File: config.mk
export PLATFORM = sky130hd
export DESIGN_NAME = bcedn_pack_adapter_flat
export DESIGN_NICKNAME = d
export VERILOG_FILES = /design/src/rtl/bcedn_pack_adapter_if.sv /design/src/rtl/bcedn_pack_adapter.sv /design/src/flat_wrapper.sv
export SDC_FILE = /design/constraint.sdc
export NUM_CORES = 1
export LEC_CHECK = 0
export ABC_CLOCK_PERIOD_IN_PS = 2400
export CAP_MARGIN = 0
export CORE_UTILIZATION = 53
export CTS_CLUSTER_DIAMETER = 50
export DETAILED_ROUTE_END_ITERATION = 8
export GPL_TIMING_DRIVEN = 1
export PLACE_DENSITY = 0.78
export REMOVE_ABC_BUFFERS = 1
export SYNTH_ARGS = -nofsm -noshare
export SYNTH_HDL_FRONTEND = slang
export SYNTH_SLANG_ARGS = --single-unit
File: constraint.sdc
create_clock -name clk -period 2.4 [get_ports clk]
set_clock_uncertainty 0.1 [all_clocks]
set_input_delay 0.36 -clock clk [delete_from_list [all_inputs] [get_ports clk]]
set_output_delay 0.36 -clock clk [all_outputs]
set_load 0.03 [all_outputs]
File: src/rtl/bcedn_pack_adapter_if.sv
// Stream bus between the input FIFO read side, the pack adapter and the EC-1 stage.
// The adapter binds to the slave modport; the producer/consumer side binds to master.
interface bcedn_pack_adapter_if #(
    parameter int unsigned DATA_IN_WIDTH = 8,
    parameter int unsigned RATIO         = 4
);
    logic [DATA_IN_WIDTH-1:0]       data_in;
    logic                           in_en;
    logic                           in_rdy;
    logic [DATA_IN_WIDTH*RATIO-1:0] data_out;
    logic                           out_en;
    logic                           out_rdy;

    modport master (
        output data_in, in_en, out_rdy,
        input  in_rdy, data_out, out_en
    );

    modport slave (
        input  data_in, in_en, out_rdy,
        output in_rdy, data_out, out_en
    );
endinterface

File: src/rtl/bcedn_pack_adapter.sv
// Packs a frame of narrow input words into RATIO-lane output words for EC-1, zero-padding
// a short last group, with a single output register and a one-cycle done pulse.
module bcedn_pack_adapter #(
    parameter int unsigned DATA_IN_WIDTH = 8,
    parameter int unsigned RATIO         = 4,
    parameter int unsigned FRAME_WORDS   = 1024,
    parameter bit          MSB_FIRST     = 1'b1
) (
    input  logic                 clk,
    input  logic                 rst,
    input  logic                 start,
    bcedn_pack_adapter_if.slave  bus,
    output logic                 busy,
    output logic                 done
);
    localparam int unsigned DATA_OUT_WIDTH = DATA_IN_WIDTH * RATIO;
    localparam int unsigned OUT_WORDS      = (FRAME_WORDS + RATIO - 1) / RATIO;
    localparam int unsigned LANE_W         = $clog2(RATIO);
    localparam int unsigned IN_CNT_W       = $clog2(FRAME_WORDS + 1);
    localparam int unsigned OUT_CNT_W      = $clog2(OUT_WORDS + 1);

    localparam logic [LANE_W-1:0]    LAST_LANE = LANE_W'(RATIO - 1);
    localparam logic [IN_CNT_W-1:0]  LAST_IN   = IN_CNT_W'(FRAME_WORDS - 1);
    localparam logic [OUT_CNT_W-1:0] LAST_OUT  = OUT_CNT_W'(OUT_WORDS - 1);

    typedef enum logic [1:0] {StIdle, StFill, StDrain, StDone} state_e;

    state_e                    state_q;
    logic [LANE_W-1:0]         lane_q;
    logic [IN_CNT_W-1:0]       in_cnt_q;
    logic [OUT_CNT_W-1:0]      out_cnt_q;
    logic [DATA_OUT_WIDTH-1:0] acc_q;
    logic [DATA_OUT_WIDTH-1:0] data_out_q;
    logic                      out_en_q;

    logic                      last_word;
    logic                      group_end;
    logic                      in_rdy;
    logic                      accept;
    logic                      out_hs;
    logic [LANE_W-1:0]         idx;
    logic [DATA_OUT_WIDTH-1:0] merged;

    always_comb begin
        last_word = (in_cnt_q == LAST_IN);
        group_end = (lane_q == LAST_LANE) || last_word;
        out_hs    = out_en_q & bus.out_rdy;
        // Stall only a completing word while the single output register is still occupied.
        in_rdy    = (state_q == StFill) & ~(group_end & out_en_q & ~bus.out_rdy);
        accept    = bus.in_en & in_rdy;
        idx       = MSB_FIRST ? (LAST_LANE - lane_q) : lane_q;
        merged    = acc_q;
        merged[idx*DATA_IN_WIDTH +: DATA_IN_WIDTH] = bus.data_in;
    end

    always_ff @(posedge clk or negedge rst) begin
        if (!rst) begin
            state_q    <= StIdle;
            lane_q     <= '0;
            in_cnt_q   <= '0;
            out_cnt_q  <= '0;
            acc_q      <= '0;
            data_out_q <= '0;
            out_en_q   <= 1'b0;
        end else begin
            if (out_hs) begin
                out_en_q  <= 1'b0;
                out_cnt_q <= out_cnt_q + 1'b1;
            end
            case (state_q)
                StIdle: begin
                    if (start) begin
                        state_q   <= StFill;
                        lane_q    <= '0;
                        in_cnt_q  <= '0;
                        out_cnt_q <= '0;
                        acc_q     <= '0;
                    end
                end
                StFill: begin
                    if (accept) begin
                        in_cnt_q <= in_cnt_q + 1'b1;
                        if (group_end) begin
                            // Unfilled lanes are already zero because acc_q is cleared per group.
                            data_out_q <= merged;
                            out_en_q   <= 1'b1;
                            lane_q     <= '0;
                            acc_q      <= '0;
                            if (last_word) begin
                                state_q <= StDrain;
                            end
                        end else begin
                            lane_q <= lane_q + 1'b1;
                            acc_q  <= merged;
                        end
                    end
                end
                StDrain: begin
                    if (out_hs && (out_cnt_q == LAST_OUT)) begin
                        state_q <= StDone;
                    end
                end
                StDone: begin
                    state_q <= StIdle;
                end
                default: begin
                    state_q <= StIdle;
                end
            endcase
        end
    end

    assign bus.in_rdy   = in_rdy;
    assign bus.data_out = data_out_q;
    assign bus.out_en   = out_en_q;
    assign busy         = (state_q != StIdle);
    assign done         = (state_q == StDone);

endmodule

File: src/flat_wrapper.sv
// flat-port wrapper written by rule: the top's interface ports become plain ports
module bcedn_pack_adapter_flat 
#(
    parameter int unsigned DATA_IN_WIDTH = 8,
    parameter int unsigned RATIO         = 4,
    parameter int unsigned FRAME_WORDS   = 1024,
    parameter bit          MSB_FIRST     = 1'b1
)
  (clk, rst, start, busy, done, bus_data_in, bus_in_en, bus_out_rdy, bus_in_rdy, bus_data_out, bus_out_en);
  bcedn_pack_adapter_if #(.DATA_IN_WIDTH(DATA_IN_WIDTH), .RATIO(RATIO)) bus_i ();
  input  logic clk;
  input  logic rst;
  input  logic start;
  output logic busy;
  output logic done;
  input wire logic [$bits(bus_i.data_in)-1:0] bus_data_in;
  input wire logic [$bits(bus_i.in_en)-1:0] bus_in_en;
  input wire logic [$bits(bus_i.out_rdy)-1:0] bus_out_rdy;
  output wire logic [$bits(bus_i.in_rdy)-1:0] bus_in_rdy;
  output wire logic [$bits(bus_i.data_out)-1:0] bus_data_out;
  output wire logic [$bits(bus_i.out_en)-1:0] bus_out_en;
  assign bus_i.data_in = bus_data_in;
  assign bus_i.in_en = bus_in_en;
  assign bus_i.out_rdy = bus_out_rdy;
  assign bus_in_rdy = bus_i.in_rdy;
  assign bus_data_out = bus_i.data_out;
  assign bus_out_en = bus_i.out_en;
  bcedn_pack_adapter #(.DATA_IN_WIDTH(DATA_IN_WIDTH), .RATIO(RATIO), .FRAME_WORDS(FRAME_WORDS), .MSB_FIRST(MSB_FIRST)) u_core (.clk(clk), .rst(rst), .start(start), .bus(bus_i), .busy(busy), .done(done));
endmodule
# Word level (Yosys, flattened, before mapping)
# Index checks and enable logic that the tools add are counted.
# word_totals
ff_bits	89
output_inout_bits	36
wordCells	65
inputBits	13
# classes
n_mux	25
reduce_logical	8
eq_ne	11
shift	2
bitwise_logic	7
n_addsub	5
# op_table
op	n
$mux W32	3
$pmux W32 S2	1
$neg A5 Y34	1
$shift A8 B34 Y32 const A	1
$shiftx A8 B34 Y32	1
$bwmux W32	1
$mux W9	3
$mux W11	2
$pmux W11 S2	1
$mux W2	8
$add A11 B1 Y11 const B	1
$eq A11 B10 Y1 const B	1
$add A9 B1 Y9 const B	1
$eq A9 B8 Y1 const B	1
$ne A2 B1 Y1 const B	4
$pmux W2 S4	1
$eq A2 B2 Y1 const B	3
$reduce_and A3 Y1	2
$and A1 B1 Y1	5
$reduce_and A5 Y1	1
$mux W1	4
$pmux W2 S2	1
$reduce_bool A2 Y1	2
$add A2 B1 Y2 const B	1
7 further kinds	8

# Longest topological paths before layout
# Gate-level depths: netlist of run 1.
# logic_depth
word_depth	9
depth_mapped	9
depth_no_buf	7

# Worst setup path after synthesis of run 1
# No wires, ideal clock.
# synth_timing
path_kind	flip-flop to flip-flop
start	register u_core.lane_q[0]
end	register u_core.acc_q[10]
arrival_time_ps	1976
path_stages_with_launch	8
slack_ps	258
required_ps	2234
n_path_buf	1
setup_time_ps	66
synth_period_minus_slack_ps	2142
path_cell_list	dfrtp_1 -> inv_1 -> ha_1 -> nand2_1 -> nor3_2 -> and3_1 -> clkbuf_1 -> a22o_1
# synth_between
elab_chain_len	9
word_cells_on_any_way	17
cone_classes	add/sub (2); eq/ne (2); shift (2); mux (4); bitwise (5); reduce/logical (2)
# synth_rtl
item	line_no	text
start: declaration	bcedn_pack_adapter.sv:29	logic [LANE_W-1:0] lane_q;
start signal: assignment	bcedn_pack_adapter.sv:93	lane_q <= lane_q + 1'b1;
branches (longest 9 deep; another with $neg A5 Y34)	n/a	
end signal: assignment	bcedn_pack_adapter.sv:94	acc_q <= merged;
end: declaration	bcedn_pack_adapter.sv:32	logic [DATA_OUT_WIDTH-1:0] acc_q;
# Parallel ways; which one is timed is not known. The select of a mux whose other input is x is not followed.
# A chain may end at the register's enable or synchronous reset.

# Final worst setup path of run 1
# layout_timing
start	register u_core.state_q[0]
end	output port busy
# layout_between
elab_chain_len	1
# layout_rtl
item	line_no	text
start: declaration	bcedn_pack_adapter.sv:28	state_e state_q;
start signal: assignment	bcedn_pack_adapter.sv:58	state_q <= StIdle;
start signal: assignment	bcedn_pack_adapter.sv:73	state_q <= StFill;
start signal: assignment	bcedn_pack_adapter.sv:90	state_q <= StDrain;
$reduce_bool A2 Y1	bcedn_pack_adapter.sv:116	assign busy = (state_q != StIdle);
end: declaration	flat_wrapper.sv:14	output logic busy;
# No other way between the ends.

==> metrics.md, run 1 <==
| Metric | Value |
|---|---|
| Vias in the first global route | approximately 3,100 |
| Synth top area share | between 50% and 60% |
| First-pass GRT wire length | around 15,000 µm |
| Critical path required time | 1.94 ns |
| # setup viols final | 0 |
| Clock root buffer | clkbuf_8 |
| H-Tree Depth | 3 |
| Cell count after placement | about 560 |
| PnR Total Power | 5.728 mW |
| Area Growth Syn to Fin | 20.49% |
| DRC viols | 0 |
| Met3 Wirelength | around 370 µm |
| DIE AREA | 8324 µm² |
| Final period util | a little over nine tenths |
| Outcome | completed |
| Final Hold Viols | 0 |
| Core Rows | 32 |
| Iter 0 DRT Violations | 240 |
| Core Area | 7727 µm² |
| Largest net degree at the start of global routing | 47 |
| Antenna Nets Post-Route | 0 |
| Fmax | approximately 440 MHz |
| Commonest non-fill, non-tap cells in the layout | dfrtp_1, a21oi_1, nor2_1, clkdlybuf4s50_1, nor2b_1 |
| Syn Inst Count | between 400 and 500 |
| Worst-path clk slew | around 0.08 ns |
| Commonest non-fill, non-tap cell in the layout | dfrtp_1 |
| Diode count | 0 |
| Avg Cell Area, Syn | 10.29 µm² |
| Slew Limit Fails | 0 |
| Grt ovf | 0 |
| Met2 wire len | approximately 4300 µm |
| Dpl ws | 0.02079 ns |
| Via count | roughly 3,200 |
| Avg Vias per Cell | about 5.6 |
| CTS tree | yes |
| HP Class | flop to flop |
| Critical Setup Path Class | flop to primary output |
| Non-Filler Instances | 574 |
| Netlist cell types | 45 |
| Number of synthesis warnings | 0 |
| Wirelength per Cell | 15.55 µm |
| Die Y | ~91 µm |
| Number of buffers added on ports | 48 |
| Total Routing Usage GR | 23.56% |
| Worst setup EP type | primary output |
| Fraction of layout cells with a size suffix above 1 | between 10% and 20% |
| Final-stage net count | between 400 and 500 |
| Die Wd | ~90 µm |
| Starting Density | between 50% and 60% |
| Top post-synthesis cells by area | dfrtp_1, a21oi_1, nor2b_1 |
| Initial antenna violation count | 0 |
| Max Cap Viol | 0 |
| Crit start category | flop |
| RD Place Congestion | 0.8060 |
| Routed met1 length | ~4100 µm |
| Num CTS Buffers | 9 |
| DRT Pass-1 Iters | 4 |
| Post-synthesis sequential area ratio | a little over half |
| CTS sink count | 89 |
| Mapped Area | ~4200 µm² |
| Highest metal used | met4 |
| Slew Limit Headroom | approximately 60% |
| Crit path max fanout | 5 |
| Leading area contributor after synthesis | dfrtp_1 |
| Hpwl dp | slightly above 6000 µm |
| Worst Tran Pin Value | about 0.57 ns |
| RSZ-0062 raised after global routing | no |
| Post-layout minimum cycle time | 2.266 ns |
| Maximum vdd drop | ~0.66 mV |
| Worst Slack Setup Final | around 0.13 ns |
| Worst skew pair latency | 0.35 ns |
| CP arrival | around 1.8 ns |
| CTS Buffer Depth | 2 |
| P per Cell Area | 1127 nW/µm² |
| I/O pins | slightly below 50 |
| P_leak | around 2.3 nW |
| Synthesis-stage register bit count | between 80 and 90 |
| Final Routed Wirelength | roughly 8900 µm |
-- stage by stage --
stage	hold slack (ns)	TNS, ns	cell area [µm²]	utilization, %
CTS	0.3997	0	5077	65.71
global placement	0.2917	0	4872	63.05
global route	0.4212	0	5085	65.80
detailed placement	0.3005	0	4872	63.05
finish	0.3995	0	5085	65.80
floorplan	-0.03559	-30.34	4105	-
-- timing repair --
item	in CTS	in global routing
gates resized for setup	0	2
pin swaps	1	0
buffers inserted	1	0
endpoints found under the setup margin	1	2
hold endpoints to repair	45	0
hold buffers	1	0
-- flip-flops by register name, summed over array words and instances (netlist names) --
register and cells:
u_core.lane_q 2, u_core.state_q 2, u_core.acc_q 32, u_core.in_cnt_q 11
u_core.bus.out_en 1, u_core.out_cnt_q 9, u_core.bus.data_out 32
-- layout make-up --
cell class / instances / area, µm²
clock buffer: 11 / 131.4
sequential: 89 / 2227
clock inverter: 5 / 56.30
fill: 602 / 2643
inverter: 7 / 26.28
tap: 102 / 127.6
multi-input combinational: 294 / 1866
timing repair buffer: 66 / 650.6
-- Yosys cell counts --
cell / instances
nand2b_1: 6
a2bb2oi_1: 1
nor4b_4: 1
and3b_1: 2
o21bai_2: 3
nor2b_1: 43
nor3_1: 1
buf_2: 11
a221oi_4: 1
o21ai_0: 9
clkbuf_1: 4
buf_1: 1
o21ai_1: 1
o22ai_1: 1
a32o_1: 1
ha_1: 12
o21a_1: 1
nor3_2: 2
a22o_1: 24
o31ai_1: 2
nor2_1: 50
buf_4: 1
and2_1: 4
a21oi_2: 1
a21oi_1: 66
buf_6: 3
mux2_2: 1
and4b_1: 1
nor4_2: 1
mux2i_1: 2
or3_1: 1
a211oi_1: 1
xnor2_1: 1
nand4_1: 7
inv_1: 7
and4_1: 1
nand2_1: 18
xor2_1: 9
and3_1: 7
nand2_2: 2
a221oi_1: 1
nor3b_2: 1
dfrtp_1: 89
a31oi_4: 1
nand3_1: 7
-- routing by layer --
| layer | track usage [%] | up-vias |
|---|---|---|
| li1 | - | 1542 |
| met1 | 32.56 | 1570 |
| met2 | 37.12 | 75 |
| met3 | 4.606 | 9 |
| met4 | 8.466 | 0 |
| met5 | 0 | - |
-- power breakdown --
part / switching (mW) / total (mW) / internal, mW
Sequential: 0.293 / 2.26 / 1.96
Combinational: 1.44 / 2.49 / 1.05
Clock: 0.505 / 0.986 / 0.481
-- cell families after synthesis --
kind of cell / count (synthesis) / share of synthesized area (%)
muxes: 3 / 0.7412
AOI/OAI and AO/OA: 114 / 17.64
buffers and inverters: 27 / 3.350
adders and majority gates: 12 / 3.558
DFF: 89 / 52.77
xor gates and xnor gates: 10 / 2.075
and+or+nand+nor: 155 / 19.86
-- path summary, 6_finish.rpt --
path / from / to / slack (ns) / cells past startpoint
min in group asynchronous: rst / u_core.bus.data_out[12] / 0.45 / 2
max in group asynchronous: rst / u_core.state_q[1] / 1.11 / 3
min: u_core.acc_q[4] / u_core.acc_q[4] / 0.40 / 1
max reg2reg: u_core.state_q[1] / u_core.acc_q[28] / 0.18 / 7
min reg2reg: u_core.acc_q[4] / u_core.acc_q[4] / 0.40 / 1
max: u_core.state_q[0] / busy / 0.13 / 4
-- critical path, stage by stage, from the launching register on --
cell             delay [ns]
dfrtp_1                0.41
inv_1                  0.08
ha_1                   0.24
inv_1                  0.07
clkdlybuf4s50_1        0.67
No activity file was read; power rests on OpenSTA's default activity.
==> run 2: changes to the inputs <==
- CORE_MARGIN: not set -> 4
- HOLD_SLACK_MARGIN: not set -> 0.15
==> run 2 against run 1 <==
Compared with the run above: global-route usage is 3.8 points lower; combinational power hardly changed; sequential cell count stayed put; largest cell class unchanged; core utilization is 0.18 points higher.
==> metrics.md, run 2 (synthesis results as in run 1) <==
| Metric | Value |
|---|---|
| Outcome | completed (unchanged) |
| FF-to-FF Start | u_core.state_q[1] (unchanged) |
| CTS Buffer Depth | 2 (unchanged) |
| I/O pins | 49 (unchanged) |
| Fmax | 434.7 MHz (was 441.3 MHz) |
| Core Area | 7727 µm² (unchanged) |
| # setup viols final | 0 (unchanged) |
| Final Routed Wirelength | 9038 µm (was 8923 µm) |
| DIE AREA | 9455 µm² (was 8324 µm²) |
| Crit start category | flop (unchanged) |
| Dpl cell area | 4860 µm² (was 4872 µm²) |
| Hold path start | u_core.acc_q[4] (unchanged) |
| HP Class | flop to flop (unchanged) |
| Post-layout minimum cycle time | 2.300 ns (was 2.266 ns) |
| Sequential Power Share | 39.0% (was 39.4%) |
| P per Cell Area | 1139 nW/µm² (was 1127 nW/µm²) |
| CP max stage cell | dfrtp_1 (was clkdlybuf4s50_1) |
| Final period util | 95.85% (was 94.42%) |
| Commonest non-fill, non-tap cells in the layout | dfrtp_1, a21oi_1, nor2_1, clkdlybuf4s50_1, nor2b_1 (unchanged) |
| Cell count after placement | 556 (unchanged) |
| Starting Density | 54.61% (unchanged) |
| Grt ovf | 0 (unchanged) |
| Vias in the first global route | 3,180 (was 3,094) |
| CTS tree | yes (unchanged) |
| Die Y | 97.24 µm (was 91.24 µm) |
| Diode count | 0 (unchanged) |
| Worst skew pair latency | 0.35 ns (about the same) |
| Commonest non-fill, non-tap cell in the layout | dfrtp_1 (unchanged) |
| Non-Filler Instances | 573 (was 574) |
| Final-stage net count | 492 (unchanged) |
| Antenna Nets Post-Route | 0 (unchanged) |
| First-pass GRT wire length | 15,530 µm (was 15,310 µm) |
| Worst Slack Setup Final | 0.09969 ns (was 0.1339 ns) |
| Avg Vias per Cell | 5.661 (was 5.568) |
| Maximum vdd drop | 0.4066 mV (was 0.6599 mV) |
| Switching Fraction | 38.66% (was 39.05%) |
| Core Rows | 32 (unchanged) |
| Dpl ws | 0.02502 ns (was 0.02079 ns) |
| Largest net degree at the start of global routing | 60 (was 47) |
| Fraction of layout cells with a size suffix above 1 | 10.40% (was 10.17%) |
| CTS sink count | 89 (unchanged) |
| Crit path max fanout | 5 (unchanged) |
| Clock root buffer | clkbuf_8 (unchanged) |
| Iter 0 DRT Violations | 165 (was 240) |
| Critical Path Start | u_core.in_cnt_q[0] (was u_core.state_q[0]) |
| Slew Limit Headroom | 48.55% (was 61.73%) |
| H-Tree Depth | 3 (unchanged) |
| DRT Pass-1 Iters | 4 (unchanged) |
| Part of the power in combinational logic | 42.3% (was 43.4%) |
| Wirelength per Cell | 15.77 µm (was 15.55 µm) |
| Critical Setup Path Class | flop to primary output (unchanged) |
| Area Growth Syn to Fin | 20.81% (was 20.49%) |
| Util after Layout | 65.98% (was 65.80%) |
| Final Hold Viols | 0 (unchanged) |
| DRC viols | 0 (unchanged) |
| Worst Tran Pin Value | 0.7718 ns (was 0.5741 ns) |
| Clock share of power | 18.7% (was 17.2%) |
| Hold WS | 0.3957 ns (was 0.3995 ns) |
| P_sw | 2.245 mW (was 2.237 mW) |
| Via count | 3,244 (was 3,196) |
| RSZ-0062 raised after global routing | no (unchanged) |
| Cell-internal power | 3.563 mW (was 3.491 mW) |
| Initial antenna violation count | 0 (unchanged) |
| Crit-path max cell delay | 0.42 ns (was 0.67 ns) |
| Max Cap Viol | 0 (unchanged) |
| Critical path required time | 1.94 ns (about the same) |
| Num CTS Buffers | 9 (unchanged) |
| Hpwl dp | 6148 µm (was 6088 µm) |
| Fillers | 628 (was 602) |
| RD Place Congestion | 0.8048 (was 0.8060) |
| Total Routing Usage GR | 19.79% (was 23.56%) |
| Crit path cell chain | ha_1, and3_2, a31oi_4, o21a_1, buf_4 (was inv_1, ha_1, inv_1, clkdlybuf4s50_1) |
| Die Wd | 97.24 µm (was 91.24 µm) |
| Worst setup EP type | primary output (unchanged) |
| CP arrival | 1.84 ns (was 1.81 ns) |
| Worst-path clk slew | 0.08 ns (about the same) |
| Design area | 5099 µm² (was 5085 µm²) |
| Number of buffers added on ports | 48 (unchanged) |
| Slew Limit Fails | 0 (unchanged) |
| P_leak | 2.279 nW (was 2.267 nW) |
-- run 2: cell types whose count changed in the layout (fill, tap and decap cells not counted), sizes merged --
cell,delta
clkbuf,+1
clkdlybuf4s50,-1
clkinv,-2
clkinvlp,-1
dlymetal6s2s,+1
inv,+1
-- run 2: power by group through the flow --
stage	Combinational [mW]	Clock, mW	Sequential (mW)
finish	2.46	1.09	2.26
global route	2.66	1.19	2.33
global placement	2.40	0	2.27
floorplan	0.945	0	2.82
detailed placement	2.46	0	2.29
CTS	2.48	1.12	2.26
-- run 2: repair_timing --
item	in CTS	in global routing
hold buffers	1	0
hold endpoints to repair	58	0
gates cloned	0	0
pin swaps	1	0
setup buffers	1	0
endpoints found under the setup margin	1	3
resized for setup	0	3
-- run 2: final timing paths --
| check | slack (ns) | cells past startpoint | end |
|---|---|---|---|
| max | 0.1 | 5 | bus_in_rdy |
| min | 0.40 | 1 | u_core.acc_q[4] |
| max reg2reg | 0.20 | 7 | u_core.acc_q[8] |
| min reg2reg | 0.40 | 1 | u_core.acc_q[4] |
| max in group asynchronous | 1.02 | 3 | u_core.state_q[1] |
| min in group asynchronous | 0.53 | 2 | u_core.bus.data_out[9] |
-- run 2: layer usage --
layer | GRT usage, % | wire length [µm] | up-vias
li1 | - | - | 1539
met1 | 27.02 | 4077 | 1597
met2 | 32.43 | 4275 | 91
met3 | 3.302 | 494 | 17
met4 | 6.390 | 190 | 0
met5 | 0 | 0 | -
-- run 2: through the flow --
step                      setup TNS (ns)  total power, mW
after floorplan                   -30.34            3.762
after global placement                 0            4.670
after detailed placement               0            4.749
after CTS                              0            5.866
after global routing                   0            6.177
final                                  0            5.808
-- run 2: critical path, delay by kind of cell (launching register included) --
family	cells	cell delay, ns
flops	1	0.42
fa+ha+maj	1	0.26
buf+inv	1	0.17
compound gates	2	0.36
simple gates	1	0.29
-- run 2: area by class of cell --
class / instances / area (µm²) / area share, %
sequential: 89 / 2227 / 43.68
multi-input combinational: 294 / 1864 / 36.56
timing repair buffer: 66 / 640.6 / 12.56
clock buffer: 12 / 165.2 / 3.239
tap: 102 / 127.6 / 2.503
clock inverter: 3 / 47.55 / 0.9325
inverter: 7 / 26.28 / 0.5153
